### src/rtl/tdm_demux_1to4_pkg.sv
// Package for the 1:4 TDM demultiplexer.
// Holds the channel count, slot index width and type, and the lock FSM states.
// Every other file of the block imports it.
package tdm_pkg;

  localparam int NCH   = 4;
  localparam int SEL_W = 2;

  typedef logic [SEL_W-1:0] slot_t;

  typedef enum logic {
    HUNT   = 1'b0,
    LOCKED = 1'b1
  } tdm_state_t;

  // One-hot strobe for a given slot; drives dout_valid.
  function automatic logic [NCH-1:0] slot_onehot(input slot_t s);
    logic [NCH-1:0] oh;
    oh = '0;
    oh[s] = 1'b1;
    return oh;
  endfunction

endpackage

### src/rtl/tdm_demux_1to4_if.sv
// Stream and channel bus of the 1:4 TDM demultiplexer.
// Stream side (driven by the link):
//   din, din_valid, frame_sync, resync
// Channel side (driven by the demux):
//   dout, dout_valid, frame_done, sync_err, locked, plus state_dbg/slot_dbg
// Handshake: din_valid alone qualifies a beat. There is no ready; the demux
// accepts every beat on the clock edge where din_valid=1. frame_sync is
// meaningful only on such a beat. Each dout_valid bit, frame_done and
// sync_err are single-cycle pulses with no back-pressure.
// Modports: master = link/testbench side, slave = demux side.
interface tdm_demux_1to4_if #(
  parameter int WIDTH = 8
);
  import tdm_pkg::*;

  logic [WIDTH-1:0]     din;
  logic                 din_valid;
  logic                 frame_sync;
  logic                 resync;
  logic [4*WIDTH-1:0]   dout;
  logic [NCH-1:0]       dout_valid;
  logic                 frame_done;
  logic                 sync_err;
  logic                 locked;
  tdm_state_t           state_dbg;
  slot_t                slot_dbg;

  modport master (
    output din, din_valid, frame_sync, resync,
    input  dout, dout_valid, frame_done, sync_err, locked, state_dbg, slot_dbg
  );

  modport slave (
    input  din, din_valid, frame_sync, resync,
    output dout, dout_valid, frame_done, sync_err, locked, state_dbg, slot_dbg
  );

endinterface

### src/rtl/tdm_demux_1to4_slot_counter.sv
// tdm_slot_counter: 2-bit modulo-4 slot counter.
// Ports:
//   clk, rst_n : clock, asynchronous active-low reset (slot -> 0)
//   clear      : slot <= 0                (highest priority)
//   load1      : slot <= 1                (a channel-0 beat was just taken)
//   inc        : slot <= slot + 1, 3 wraps to 0
//   slot       : current slot
module tdm_slot_counter
  import tdm_pkg::*;
(
  input  logic  clk,
  input  logic  rst_n,
  input  logic  clear,
  input  logic  load1,
  input  logic  inc,
  output slot_t slot
);

  always_ff @(posedge clk or negedge rst_n) begin
    if (!rst_n) begin
      slot <= '0;
    end else if (clear) begin
      slot <= '0;
    end else if (load1) begin
      slot <= slot_t'(1);
    end else if (inc) begin
      slot <= slot + slot_t'(1);
    end
  end

endmodule

### src/rtl/tdm_demux_1to4.sv
// tdm_demux_1to4: splits an interleaved ch0..ch3 sample stream into four
// registered channel outputs, aligned by frame_sync.
// Ports:
//   clk, rst_n : clock, asynchronous active-low reset
//   bus        : tdm_demux_1to4_if.slave (stream in, channels out, debug state)
// All outputs are registered; nothing passes combinationally from in to out.
module tdm_demux_1to4
  import tdm_pkg::*;
#(
  parameter int WIDTH = 8
) (
  input  logic              clk,
  input  logic              rst_n,
  tdm_demux_1to4_if.slave   bus
);

  tdm_state_t state, state_n;
  slot_t      slot;
  slot_t      wr_sel;
  logic       wr_en;
  logic       cnt_clr, cnt_load1, cnt_inc;
  logic       fd_n, se_n;

  logic [NCH-1:0][WIDTH-1:0] dout_q;
  logic [NCH-1:0]            dv_q;
  logic                      fd_q, se_q;

  tdm_slot_counter u_slot (
    .clk   (clk),
    .rst_n (rst_n),
    .clear (cnt_clr),
    .load1 (cnt_load1),
    .inc   (cnt_inc),
    .slot  (slot)
  );

  always_ff @(posedge clk or negedge rst_n) begin
    if (!rst_n) state <= HUNT;
    else        state <= state_n;
  end

  // resync outranks any beat in the same cycle. A sync beat always lands on
  // ch0 and reloads the slot to 1; a sync beat off slot 0 abandons the
  // partial frame, so it can never raise frame_done.
  always_comb begin
    state_n   = state;
    wr_en     = 1'b0;
    wr_sel    = slot;
    cnt_clr   = 1'b0;
    cnt_load1 = 1'b0;
    cnt_inc   = 1'b0;
    fd_n      = 1'b0;
    se_n      = 1'b0;
    if (bus.resync) begin
      state_n = HUNT;
      cnt_clr = 1'b1;
    end else if (bus.din_valid) begin
      unique case (state)
        HUNT: begin
          if (bus.frame_sync) begin
            wr_en     = 1'b1;
            wr_sel    = '0;
            cnt_load1 = 1'b1;
            state_n   = LOCKED;
          end
        end
        LOCKED: begin
          wr_en = 1'b1;
          if (bus.frame_sync) begin
            wr_sel    = '0;
            cnt_load1 = 1'b1;
            se_n      = (slot != '0);
          end else begin
            cnt_inc = 1'b1;
            fd_n    = (slot == slot_t'(NCH-1));
          end
        end
        default: state_n = HUNT;
      endcase
    end
  end

  always_ff @(posedge clk or negedge rst_n) begin
    if (!rst_n) begin
      dout_q <= '0;
      dv_q   <= '0;
      fd_q   <= 1'b0;
      se_q   <= 1'b0;
    end else begin
      if (wr_en) dout_q[wr_sel] <= bus.din;
      dv_q <= wr_en ? slot_onehot(wr_sel) : '0;
      fd_q <= fd_n;
      se_q <= se_n;
    end
  end

  assign bus.dout       = dout_q;
  assign bus.dout_valid = dv_q;
  assign bus.frame_done = fd_q;
  assign bus.sync_err   = se_q;
  assign bus.locked     = (state == LOCKED);
  assign bus.state_dbg  = state;
  assign bus.slot_dbg   = slot;

endmodule
### src/flat_wrapper.sv
// flat-port wrapper written by rule: the top's interface ports become plain ports
module tdm_demux_1to4_flat import tdm_pkg::*;
#(
  parameter int WIDTH = 8
)
  (clk, rst_n, bus_din, bus_din_valid, bus_frame_sync, bus_resync, bus_dout, bus_dout_valid, bus_frame_done, bus_sync_err, bus_locked, bus_state_dbg, bus_slot_dbg);
  tdm_demux_1to4_if #(.WIDTH(WIDTH)) bus_i ();
  input  logic clk;
  input  logic rst_n;
  input wire logic [$bits(bus_i.din)-1:0] bus_din;
  input wire logic [$bits(bus_i.din_valid)-1:0] bus_din_valid;
  input wire logic [$bits(bus_i.frame_sync)-1:0] bus_frame_sync;
  input wire logic [$bits(bus_i.resync)-1:0] bus_resync;
  output wire logic [$bits(bus_i.dout)-1:0] bus_dout;
  output wire logic [$bits(bus_i.dout_valid)-1:0] bus_dout_valid;
  output wire logic [$bits(bus_i.frame_done)-1:0] bus_frame_done;
  output wire logic [$bits(bus_i.sync_err)-1:0] bus_sync_err;
  output wire logic [$bits(bus_i.locked)-1:0] bus_locked;
  output wire logic [$bits(bus_i.state_dbg)-1:0] bus_state_dbg;
  output wire logic [$bits(bus_i.slot_dbg)-1:0] bus_slot_dbg;
  assign bus_i.din = bus_din;
  assign bus_i.din_valid = bus_din_valid;
  assign bus_i.frame_sync = bus_frame_sync;
  assign bus_i.resync = bus_resync;
  assign bus_dout = bus_i.dout;
  assign bus_dout_valid = bus_i.dout_valid;
  assign bus_frame_done = bus_i.frame_done;
  assign bus_sync_err = bus_i.sync_err;
  assign bus_locked = bus_i.locked;
  assign bus_state_dbg = bus_i.state_dbg;
  assign bus_slot_dbg = bus_i.slot_dbg;
  tdm_demux_1to4 #(.WIDTH(WIDTH)) u_core (.clk(clk), .rst_n(rst_n), .bus(bus_i));
endmodule
### config.mk
export PLATFORM = sky130hd
export DESIGN_NAME = tdm_demux_1to4_flat
export DESIGN_NICKNAME = d
export VERILOG_FILES = /design/src/rtl/tdm_demux_1to4_pkg.sv /design/src/rtl/tdm_demux_1to4_if.sv /design/src/rtl/tdm_demux_1to4_slot_counter.sv /design/src/rtl/tdm_demux_1to4.sv /design/src/flat_wrapper.sv
export SDC_FILE = /design/constraint.sdc
export NUM_CORES = 1
export LEC_CHECK = 0
export CAP_MARGIN = 20
export CELL_PAD_IN_SITES_DETAIL_PLACEMENT = 0
export CELL_PAD_IN_SITES_GLOBAL_PLACEMENT = 1
export CORE_UTILIZATION = 36
export CTS_CLUSTER_SIZE = 10
export DETAILED_ROUTE_END_ITERATION = 8
export GPL_TIMING_DRIVEN = 0
export MAX_ROUTING_LAYER = met4
export PLACE_DENSITY = 0.76
export SLEW_MARGIN = 0
export SYNTH_ARGS = -nofsm -noshare
export SYNTH_HDL_FRONTEND = slang
export SYNTH_HIERARCHICAL = 1
export SYNTH_SLANG_ARGS = --single-unit
### constraint.sdc
create_clock -name clk -period 1.6 [get_ports clk]
set_input_delay 0.32 -clock clk [delete_from_list [all_inputs] [get_ports clk]]
set_output_delay 0.32 -clock clk [all_outputs]
set_load 0.005 [all_outputs]
Word level (Yosys, flattened, before mapping)
Cells that the tools add are included.

Register bits: 41. Bits of input ports: 13. Logic and storage cells: 52.

Add/subtract/negate cells: 1. Magnitude comparators: 2. Equal/unequal tests: 1. Muxes and demuxes: 34. Bitwise gates (word level): 1. Reduce and logical (&&, ||, !) cells: 4.

Operators with widths (number): $bwmux W32 (1); $mux W1 (22); $demux W8 S2 (1); $mux W2 (6); $mux W8 (1); $mux W4 (1); $reduce_bool A2 Y1 (2); $lt A2 B3 Y1 const B (1); $reduce_bool A3 Y1 (1); $add A2 B1 Y2 const B (1); $demux W1 S2 (1); $eq A2 B2 Y1 const B (1); $ge A2 B1 Y1 const B (1); $pmux W1 S2 (1); $logic_and A1 B1 Y1 (1); $not A1 Y1 (1).

Logic depth before layout (Yosys ltp)
Gate-level depths: netlist (run 1).

Depth after elaboration: 8. Gate-level depth with buffers: 4.

Modules after synthesis
The synthesis (run 1) kept the hierarchy.

By module, submodules not included: tdm_demux_1to4 (instances 1, cells each 93, area an instance 1524.0 um2, sequential area each 975.9 um2); tdm_slot_counter (instances 1, cells each 8, area an instance 97.6 um2, sequential area each 50.0 um2).

Worst setup path after synthesis (run 1)
OpenSTA, ideal clock, no wires.

Path type: register -> register. Start point: reg u_core.state (netlist: u_core/bus.locked). End point: reg u_core.u_slot.slot[1]. Library setup time: 0.087 ns. Data arrival time: 1.365 ns. Data required time: 1.513 ns. Slack: 0.148 ns. Stages on the path, launching flop included: 5. Path through: dfrtp_1 -> or2b_1 -> nor3b_1 -> nand3b_1 -> a211oi_2.

Cells in the longest elaborated chain, start to end: 4.

RTL lines: start: declaration (line tdm_demux_1to4.sv:17) `tdm_state_t state, state_n;`; start signal: assignment (line tdm_demux_1to4.sv:39) `else state <= state_n;`; $mux W1 (line tdm_demux_1to4.sv:58) `unique case (state)`; $mux W1 (line tdm_demux_1to4.sv:57) `end else if (bus.din_valid) begin`; $mux W1 (line tdm_demux_1to4.sv:54) `if (bus.resync) begin`; named net u_core.cnt_inc (line tdm_demux_1to4.sv:21) `logic cnt_clr, cnt_load1, cnt_inc;`; $reduce_bool A3 Y1 (no line); end signal: assignment (line tdm_demux_1to4_slot_counter.sv:25) `slot <= slot_t'(1);`; end signal: assignment (line tdm_demux_1to4_slot_counter.sv:27) `slot <= slot + slot_t'(1);`; end: declaration (line tdm_demux_1to4_slot_counter.sv:16) `output slot_t slot`.

The timed path passes the listed nets, and every way through them passes these cells. A chain may end at the register's enable or synchronous reset.

Final worst setup path (run 1)
Start point: reg u_core.state (netlist: u_core/bus.locked). End point: reg u_core.dout_q (netlist bit u_core/bus.dout[21]).

Cells in the longest elaborated chain, start to end: 4.

RTL lines: $not A1 Y1 (line tdm_demux_1to4.sv:58); $pmux W1 S2 (*) (line tdm_demux_1to4.sv:58); $mux W1 (*) (line tdm_demux_1to4.sv:57); $mux W1 (*) (line tdm_demux_1to4.sv:54); end signal: indexed assignment (line tdm_demux_1to4.sv:90) `if (wr_en) dout_q[wr_sel] <= bus.din;`; end: declaration (line tdm_demux_1to4.sv:24) `logic [NCH-1:0][WIDTH-1:0] dout_q;`.

Mark *: on every way between the ends. The rest lies on a longest branch, timed or not.

==> metrics.csv, run 1 <==
metric,value,unit
RR Startpoint,u_core/bus.locked,
fraction of layout cells with a size suffix above 1,0.331,
Max Transition Viols Final,0,
n_diodes,0,
RSZ-0062 raised after global routing,no,
type of the most critical hold path,primary input to asynchronous set/reset pin,
dominant cell type by area after synthesis,dfrtp_1,
Total GRT Usage,0.155,
Switching Power,0.472,mW
Worst path max stage delay,0.39,ns
mux cell area share after synthesis,0.241,
drt wl/cell,15.1,µm
initial antenna violation count,0,
worst vdd ir,0.428,mV
pre-CTS WS,-0.463,ns
Tmin final,1.54,ns
post-DP HPWL,2240,µm
power share of the clock group,0.366,
Buf/Inv on CP,2,
vias,1050,
Crit. End Element,register,
"top cells by count, synth","dfrtp_1 (41), mux2_2 (24), mux2_4 (8), inv_1 (4), nor3b_1 (4)",
hold slack,0.159,ns
Final ANT Viol Nets,0,
P&R area growth vs syn,47.1,%
H-tree levels,2,
Core Footprint,4350,µm²
Sw Share,0.207,
most common cell in the netlist,dfrtp_1,
IO Port Bufs,54,
Die Width,69.1,µm
Required @ worst endpoint,1.77,ns
critical path's slowest cell,dfrtp_2,
Synth Area in Adders,0,
GRT Residual Overflow,0,
CP endpoint,u_core/bus.dout[21],
Vias/cell,4.82,
syn_nets,114,
Post-Synth XOR/XNOR Area,0.00540,
Post-synth top flop,dfrtp_1,
Starting Density,0.372,
final setup fails,0,
number of synthesis warnings,6,
Cell variety after synth,24,
P_int,1.81,mW
post-route cell area,2390,µm²
"Critical Path, Cell by Cell",buf_4 > nand4b_4 > or3_1 > buf_6 > mux2_4,
largest family of logic cells by synthesized area,multiplexers,
DP Cell Count,207,
Pwr Density,959,nW/µm²
Worst-Skew Late Latency,0.28,ns
Post-synth EDFFs,0,
Site Rows,24,
Die Y,69.1,µm
first-pass GRT wire length,5600,µm
Residual DRC,0,
Post-DP Area,2220,µm²
routability cong.,0.786,
max-cap viol count,0,
Final Hold Viols,0,
Post-Synth Simple-Gate Area,0.0718,
worst setup margin,0.0611,ns
Final Skew,0.00259,ns
CTS clock-pin slew for the worst setup and hold paths,0.07,ns
Synth Instances,101,
fillcell total,354,
top cell type's share of synthesized area,0.633,
count of clock tree sinks,41,
Total Routed Length,3290,µm
Worst R2R End,u_core/bus.dout[21],
Post-synth ARST share,1.00,
Final nets,178,
largest net degree at the start of global routing,42,
fmax,650,MHz
WS Path Type,register to register,
startpoint types,register,
Comb power frac,0.136,
drt pass-1 iters,4,
CTS Hold Bufs,0,
IO Pins,55,
"Core Util, Final",0.548,
outcome,"complete, no violations",
CTS tree,built,
Worst Reg-to-Reg Cells,5,
Flop pwr share,0.498,
register area share after synthesis,0.633,
die area,4780,µm²
crit-path max FO,9,
vias in the first global route,1103,
Synth Area in Compound Gates,0.0255,
Synth Cell Area,1620,µm²
count of state elements after synthesis,41,
critical path launch point,u_core/bus.locked,
critical path's top delay family,simple AND/OR/NAND/NOR gates,
Inserted Clock Buffers,5,
worst-case clock buffer depth,2,
worst-margin pin slew,0.897,ns
syn_area_per_cell,16.1,µm²
"top cells by area, synth","dfrtp_1 (63%), mux2_2 (17%), mux2_4 (7.4%), nor3b_1 (1.9%), nand4b_4 (1.5%)",
CTS root buffer,clkbuf_8,
R2R Setup Slk,0.06,ns
post-route insts no fill,218,
Lkg Pwr,1.16,nW
period utilisation layout,0.962,
critical path arrival,1.71,ns
relative slew slack,0.402,
Levels on crit path,5,
Starting DRT DRC Count,19,
-- area by class of cell --
class / instances / area (µm²) / area share
Clock buffer: 7 / 86.3 / 0.0362
Tap cell: 52 / 65.1 / 0.0273
Sequential cell: 41 / 1030 / 0.432
Multi-Input combinational cell: 53 / 574 / 0.241
Buffer: 3 / 26.3 / 0.0110
Timing Repair Buffer: 57 / 559 / 0.234
Inverter: 4 / 15.0 / 0.00629
Clock inverter: 1 / 30.0 / 0.0126
-- cells in the final DEF (no fill, tap or decap), types with 2 or more instances in the layout --
| cell type | instances |
|---|---|
| dfrtp_1 | 38 |
| buf_4 | 5 |
| clkdlybuf4s50_1 | 48 |
| dfrtp_2 | 3 |
| mux2_4 | 8 |
| inv_1 | 4 |
| clkbuf_8 | 6 |
| dlymetal6s2s_1 | 2 |
| nor3b_1 | 3 |
| dlygate4sd2_1 | 3 |
| nor2_1 | 2 |
| mux2_2 | 24 |
-- power groups by stage --
stage | Sequential, mW | Combinational, mW | Clock (mW)
2_1_floorplan | 1.16 | 0.0805 | 0
3_3_place_gp | 1.16 | 0.298 | 0
3_5_place_dp | 1.16 | 0.305 | 0
4_1_cts | 1.14 | 0.317 | 0.874
5_1_grt | 1.15 | 0.335 | 0.922
6_report | 1.14 | 0.311 | 0.836
-- worst min-delay path by stage --
stage | end | slack, ns
6_report | u_core/bus.dout[20] | 0.16
5_1_grt | u_core/bus.dout[20] | 0.22
4_1_cts | u_core/bus.dout[12] | 0.18
3_5_place_dp | u_core/bus.dout[12] | 0.50
3_3_place_gp | u_core/bus.dout[11] | 0.49
2_1_floorplan | u_core/bus.dout[0] | 0.02
-- cells by family after synthesis --
| kind of cell | count (synthesis) |
|---|---|
| XOR/XNOR | 1 |
| AND/OR/NAND/NOR | 15 |
| AO/OA/AOI/OAI | 5 |
| buffers and inverters | 7 |
| flip-flops | 41 |
| multiplexers | 32 |
-- state kept, by name (all words and copies together), names as in the netlist --
| register | count |
|---|---|
| u_core/bus.dout | 32 |
| u_core/bus.dout_valid | 4 |
| u_core/bus.frame_done | 1 |
| u_core/bus.locked | 1 |
| u_core/bus.sync_err | 1 |
| u_core/u_slot/slot | 2 |
-- stage by stage --
stage / TNS (ns) / power (mW)
3_5_place_dp: -13.48 / 1.47
6_report: 0 / 2.29
3_3_place_gp: -42.11 / 1.46
2_1_floorplan: 0 / 1.25
4_1_cts: -0.0828 / 2.33
5_1_grt: 0 / 2.41
-- worst reg2reg max path, stage by stage (launching register included) --
cell and delay, ns:
dfrtp_2 0.39, buf_4 0.13, nand4b_4 0.10, or3_1 0.33, buf_6 0.17, mux2_4 0.30
-- per-layer routing --
metal | track usage | up-vias | share of wire
li1 | - | 482 | -
met1 | 0.181 | 533 | 0.43
met2 | 0.256 | 30 | 0.50
met3 | 0.0453 | 5 | 0.046
met4 | 0.0544 | 0 | 0.017
met5 | - | - | 0
-- what timing repair did --
action	in CTS	in global routing
gates resized for setup	10	2
gates cloned	0	0
pin swaps	0	0
setup buffers	3	0
endpoints found under the setup margin	38	17
Power figures use the tool's default switching activity.
==> run 2: changes to the inputs <==
--- a/config.mk
+++ b/config.mk
@@ -14,7 +14,7 @@
 export GPL_TIMING_DRIVEN = 0
 export MAX_ROUTING_LAYER = met4
 export PLACE_DENSITY = 0.76
-export SLEW_MARGIN = 0
+export SLEW_MARGIN = 20
 export SYNTH_ARGS = -nofsm -noshare
 export SYNTH_HDL_FRONTEND = slang
 export SYNTH_HIERARCHICAL = 1
==> run 2 against run 1 <==
Effect of this change: power grew 0.22%; sequential cell count is the same; combinational power grew 2%; non-clock buffer count grew 3; cell count grew 1.4%; sequential share of layout area shrank 0.86 points; hold slack gained 0.30 ns; critical path depth shrank 4; first-iteration DRC count grew 110%; clock power is essentially flat; clock-buffer cell count is the same; clock skew grew 0.0031 ns; critical endpoint is now bus_locked; highest routed layer unchanged.
==> metrics.csv, run 2 (synthesis results as in run 1) <==
metric,value,unit,change
Starting DRT DRC Count,40,,+21
Core Footprint,4350,µm²,unchanged
Final nets,181,,+1.7%
outcome,"complete, no violations",,
startpoint types,register,,
final setup fails,0,,unchanged
crit-path max FO,6,,-3
"Critical Path, Cell by Cell",clkdlybuf4s50_1,,
Worst R2R End,u_core/bus.dout[0],,
DP Cell Count,208,,+0.48%
Required @ worst endpoint,1.28,ns,-0.49 ns
largest net degree at the start of global routing,24,,-43%
Inserted Clock Buffers,5,,unchanged
Final Hold Viols,0,,unchanged
worst setup margin,0.0626,ns,+0.00144 ns
Crit. End Element,primary output,,
worst-margin pin slew,0.469,ns,-0.428 ns
Largest register FFs,32,,unchanged
Max Transition Viols Final,0,,unchanged
IO Port Bufs,54,,unchanged
Total Routed Length,3420,µm,+3.8%
Final ANT Viol Nets,0,,unchanged
"commonest cells after routing, fill and taps aside","clkdlybuf4s50_1 (48), dfrtp_1 (38), mux2_2 (24), mux2_4 (8), clkbuf_8 (6)",,
post-DP HPWL,2340,µm,+4.5%
Pwr Density,941,nW/µm²,-1.8%
critical path's top delay family,buffers and inverters,,
first-pass GRT wire length,5840,µm,+4.5%
max-cap viol count,0,,unchanged
hold slack,0.459,ns,+0.300 ns
Starting Density,0.372,,unchanged
CTS tree,built,,
Tmin final,1.54,ns,-0.00144 ns
CP endpoint,bus_locked,,
R2R Setup Slk,0.09,ns,+0.03 ns
Worst-Skew Late Latency,0.28,ns,about the same
Die Y,69.1,µm,unchanged
post-route insts no fill,221,,+1.4%
Post-DP Area,2250,µm²,+1.2%
Buf/Inv on CP,1,,-1
WS Path Type,register to primary output,,
count of clock tree sinks,41,,unchanged
Site Rows,24,,unchanged
RSZ-0062 raised after global routing,no,,
die area,4780,µm²,unchanged
"Core Util, Final",0.559,,+0.0112
Final Total Pwr,2.29,mW,+0.22%
vias,1064,,+1.3%
initial antenna violation count,0,,unchanged
GRT Residual Overflow,0,,unchanged
CTS clock-pin slew for the worst setup and hold paths,0.07,ns,about the same
worst vdd ir,0.479,mV,+12%
Levels on crit path,1,,-4
CTS root buffer,clkbuf_8,,
n_diodes,0,,unchanged
drt pass-1 iters,4,,unchanged
critical path launch point,u_core/bus.locked,,
Worst path max stage delay,0.52,ns,+0.13 ns
Total GRT Usage,0.164,,+0.00906
vias in the first global route,1136,,+3.0%
pre-CTS WS,-0.465,ns,-0.00140 ns
IO Pins,55,,unchanged
fraction of layout cells with a size suffix above 1,0.343,,+0.0119
Lkg Pwr,1.17,nW,+1.1%
routability cong.,0.786,,unchanged
"commonest non-fill, non-tap cell in the layout",clkdlybuf4s50_1,,
period utilisation layout,0.961,,about the same
Final Skew,0.00566,ns,+0.00307 ns
H-tree levels,2,,unchanged
Worst Reg-to-Reg Cells,4,,-1
relative slew slack,0.687,,+0.285
critical path's slowest cell,clkdlybuf4s50_1,,
drt wl/cell,15.5,µm,+2.4%
type of the most critical hold path,primary input to register,,
post-route cell area,2430,µm²,+2.0%
Vias/cell,4.81,,about the same
critical path arrival,1.22,ns,-0.49 ns
fmax,650,MHz,about the same
RR Startpoint,u_core/u_slot/slot[1],,
P&R area growth vs syn,50.2,%,
TNS Setup,0,ns,unchanged
Die Width,69.1,µm,unchanged
Residual DRC,0,,unchanged
worst-case clock buffer depth,2,,unchanged
## run 2: final cells by class
type	count	area, µm²
repair buffers	60	598
plain buffers	3	30.0
inverters	4	15.0
clock buffers	7	86.3
well taps	52	65.1
flip-flops and latches	41	1030
fillers	356	1920
multi-input cells	53	581
clock inverters	1	30.0
## run 2: timing repair
item	4_1_cts	5_1_grt
resized for setup	13	2
hold buffers	1	0
buffers inserted	2	1
cloned	1	0
endpoints found under the hold margin	18	0
setup endpoints to repair	38	4
## run 2: power breakdown
part           switching [mW]  total [mW]  internal, mW
logic                   0.108       0.317         0.209
clock network           0.325       0.833         0.508
registers              0.0383        1.14          1.10
total                   0.471        2.29          1.82
## run 2: worst min path at each step
stage	from	endpoint	slack [ns]	cells after the start
floorplan	rst_n	u_core/bus.dout[0]	0.02	0
global placement	u_core/bus.dout[11]	u_core/bus.dout[11]	0.49	1
detailed placement	rst_n	u_core/bus.dout[12]	0.30	1
CTS	bus_resync	u_core/u_slot/slot[1]	0.45	2
global route	bus_resync	u_core/u_slot/slot[1]	0.46	2
finish	bus_resync	u_core/u_slot/slot[1]	0.46	2
## run 2: worst register-to-register path: stages, from the launching register on
cell and delay [ns]:
dfrtp_2 0.46, buf_4 0.15, nor3b_1 0.31, o21ai_4 0.18, mux2_2 0.31
## run 2: per-layer routing
layer  wire length, µm  vias to the layer above  part of all wire  global-route usage
li1                  -                      486                 -                   -
met1              1380                      542              0.40               0.194
met2              1820                       30              0.53               0.270
met3               167                        6             0.049              0.0482
met4                51                        0             0.015              0.0544
met5                 0                        -                 0                   -
==> run 3: changes to the inputs <==
--- a/config.mk
+++ b/config.mk
@@ -14,6 +14,7 @@
 export GPL_TIMING_DRIVEN = 0
 export MAX_ROUTING_LAYER = met4
 export PLACE_DENSITY = 0.76
+export RECOVER_POWER = 100
 export SLEW_MARGIN = 20
 export SYNTH_ARGS = -nofsm -noshare
 export SYNTH_HDL_FRONTEND = slang
==> run 3 against run 2 <==
Effect of this change: cell count unchanged; sequential power hardly changed; core utilization is 0.75 points lower; clock power hardly changed; clock skew about the same; power fell by 0.31%.
==> metrics.csv, run 3 (synthesis results as in run 1) <==
metric,value,unit,change
"commonest non-fill, non-tap cell in the layout",dfrtp_1,,
worst-margin pin slew,0.521,ns,+0.0527 ns
RR Startpoint,u_core/u_slot/slot[1],,
Final nets,181,,unchanged
Core Footprint,4350,µm²,unchanged
WS Path Type,register to primary output,,
RSZ-0062 raised after global routing,no,,
Final Skew,0.00593,ns,+0.000274 ns
type of the most critical hold path,primary input to register,,
vias in the first global route,1136,,unchanged
Max Transition Viols Final,0,,unchanged
P&R area growth vs syn,48.1,%,
Total GRT Usage,0.164,,unchanged
Starting DRT DRC Count,28,,-30%
drt wl/cell,15.4,µm,-0.56%
Largest register FFs,32,,unchanged
die area,4780,µm²,unchanged
worst vdd ir,0.478,mV,-0.19%
count of clock tree sinks,41,,unchanged
Final Total Pwr,2.29,mW,-0.31%
IO Pins,55,,unchanged
initial antenna violation count,0,,unchanged
worst-case clock buffer depth,2,,unchanged
startpoint types,register,,
Tmin final,1.56,ns,+0.0199 ns
critical path's slowest cell,dlygate4sd3_1,,
IO Port Bufs,54,,unchanged
Crit. End Element,primary output,,
post-route cell area,2400,µm²,-1.3%
Buf/Inv on CP,1,,unchanged
"Critical Path, Cell by Cell",dlygate4sd3_1,,
Vias/cell,4.85,,+0.75%
Inserted Clock Buffers,5,,unchanged
post-route insts no fill,221,,unchanged
crit-path max FO,2,,-4
Final ANT Viol Nets,0,,unchanged
GRT Residual Overflow,0,,unchanged
Post-DP Area,2250,µm²,unchanged
drt pass-1 iters,4,,unchanged
Site Rows,24,,unchanged
outcome,"complete, no violations",,
Residual DRC,0,,unchanged
largest net degree at the start of global routing,24,,unchanged
Hold Crit Start,bus_resync,,
Starting Density,0.372,,unchanged
Final Hold Viols,0,,unchanged
routability cong.,0.786,,unchanged
max-cap viol count,0,,unchanged
relative slew slack,0.652,,-0.0351
CTS tree,built,,
vias,1072,,+0.75%
H-tree levels,2,,unchanged
Worst-Skew Late Latency,0.28,ns,about the same
"commonest cells after routing, fill and taps aside","dfrtp_1 (38), clkdlybuf4s50_1 (36), mux2_2 (24), dlygate4sd3_1 (13), mux2_1 (8)",,
fillcell total,361,,+1.4%
n_diodes,0,,unchanged
final setup fails,0,,unchanged
critical path arrival,1.24,ns,+0.02 ns
Required @ worst endpoint,1.28,ns,about the same
Die Width,69.1,µm,unchanged
CTS clock-pin slew for the worst setup and hold paths,0.07,ns,about the same
DP Cell Count,208,,unchanged
fmax,642,MHz,-1.3%
Worst path max stage delay,0.58,ns,+0.06 ns
critical path's top delay family,buffers and inverters,,
Die Y,69.1,µm,unchanged
Pwr Density,951,nW/µm²,+1.0%
Total Routed Length,3400,µm,-0.56%
fraction of layout cells with a size suffix above 1,0.296,,-0.0473
critical path launch point,u_core/bus.dout[8],,
post-DP HPWL,2340,µm,unchanged
first-pass GRT wire length,5840,µm,unchanged
CTS root buffer,clkbuf_8,,
Lkg Pwr,1.17,nW,about the same
period utilisation layout,0.973,,+0.0124
hold slack,0.459,ns,+0.000447 ns
## run 3: worst register-to-register path, delay by kind of cell (launching register included)
family | cells | cell delay (ns)
buffers and inverters | 1 | 0.16
flip-flops | 1 | 0.43
AND/OR/NAND/NOR | 2 | 0.45
multiplexers | 1 | 0.37
## run 3: timing repair
action,CTS,global route
resized for setup,13,2
setup endpoints to repair,38,4
pin swaps,0,0
setup buffers,2,1
gates cloned,1,0
endpoints found under the hold margin,18,0
hold buffers,1,0
## run 3: where the power goes
part | internal, mW | switching, mW | leakage, nW
clock | 0.508 | 0.323 | 0.0585
sequential | 1.10 | 0.0378 | 0.546
combinational | 0.204 | 0.108 | 0.568
## run 3: final timing paths
| path | cells past startpoint | endpoint | slack (ns) |
|---|---|---|---|
| hold reg to reg | 1 | u_core/bus.dout[19] | 0.50 |
| min in group asynchronous | 2 | u_core/bus.dout[12] | 0.54 |
| hold / removal | 2 | u_core/u_slot/slot[1] | 0.46 |
| max in group asynchronous | 3 | u_core/u_slot/slot[1] | 0.55 |
| setup reg to reg | 4 | u_core/bus.dout[9] | 0.08 |
| setup / recovery | 1 | bus_dout[8] | 0.04 |
## run 3: per-layer routing
layer	global-route usage	up-vias	wire, µm
met5	-	-	0
met4	0.0544	0	39
met3	0.0482	5	164
met2	0.270	32	1830
met1	0.194	550	1370
li1	-	485	-
## run 3: final cells by class
type / instances / area, µm² / area share
Buffer: 3 / 30.0 / 0.0125
Tap cell: 52 / 65.1 / 0.0271
Timing Repair Buffer: 60 / 596 / 0.248
Sequential cell: 41 / 1030 / 0.429
Clock inverter: 1 / 30.0 / 0.0125
Inverter: 4 / 15.0 / 0.00625
Clock buffer: 7 / 86.3 / 0.0359
Multi-Input combinational cell: 53 / 551 / 0.229
## run 3: through the flow
stage          TNS, ns  utilization  setup WS [ns]
2_1_floorplan        0            -          0.148
3_3_place_gp    -42.11        0.511         -0.721
3_5_place_dp    -13.39        0.517         -0.465
4_1_cts              0        0.558        0.00360
5_1_grt              0        0.552        0.00310
6_report             0        0.552         0.0426
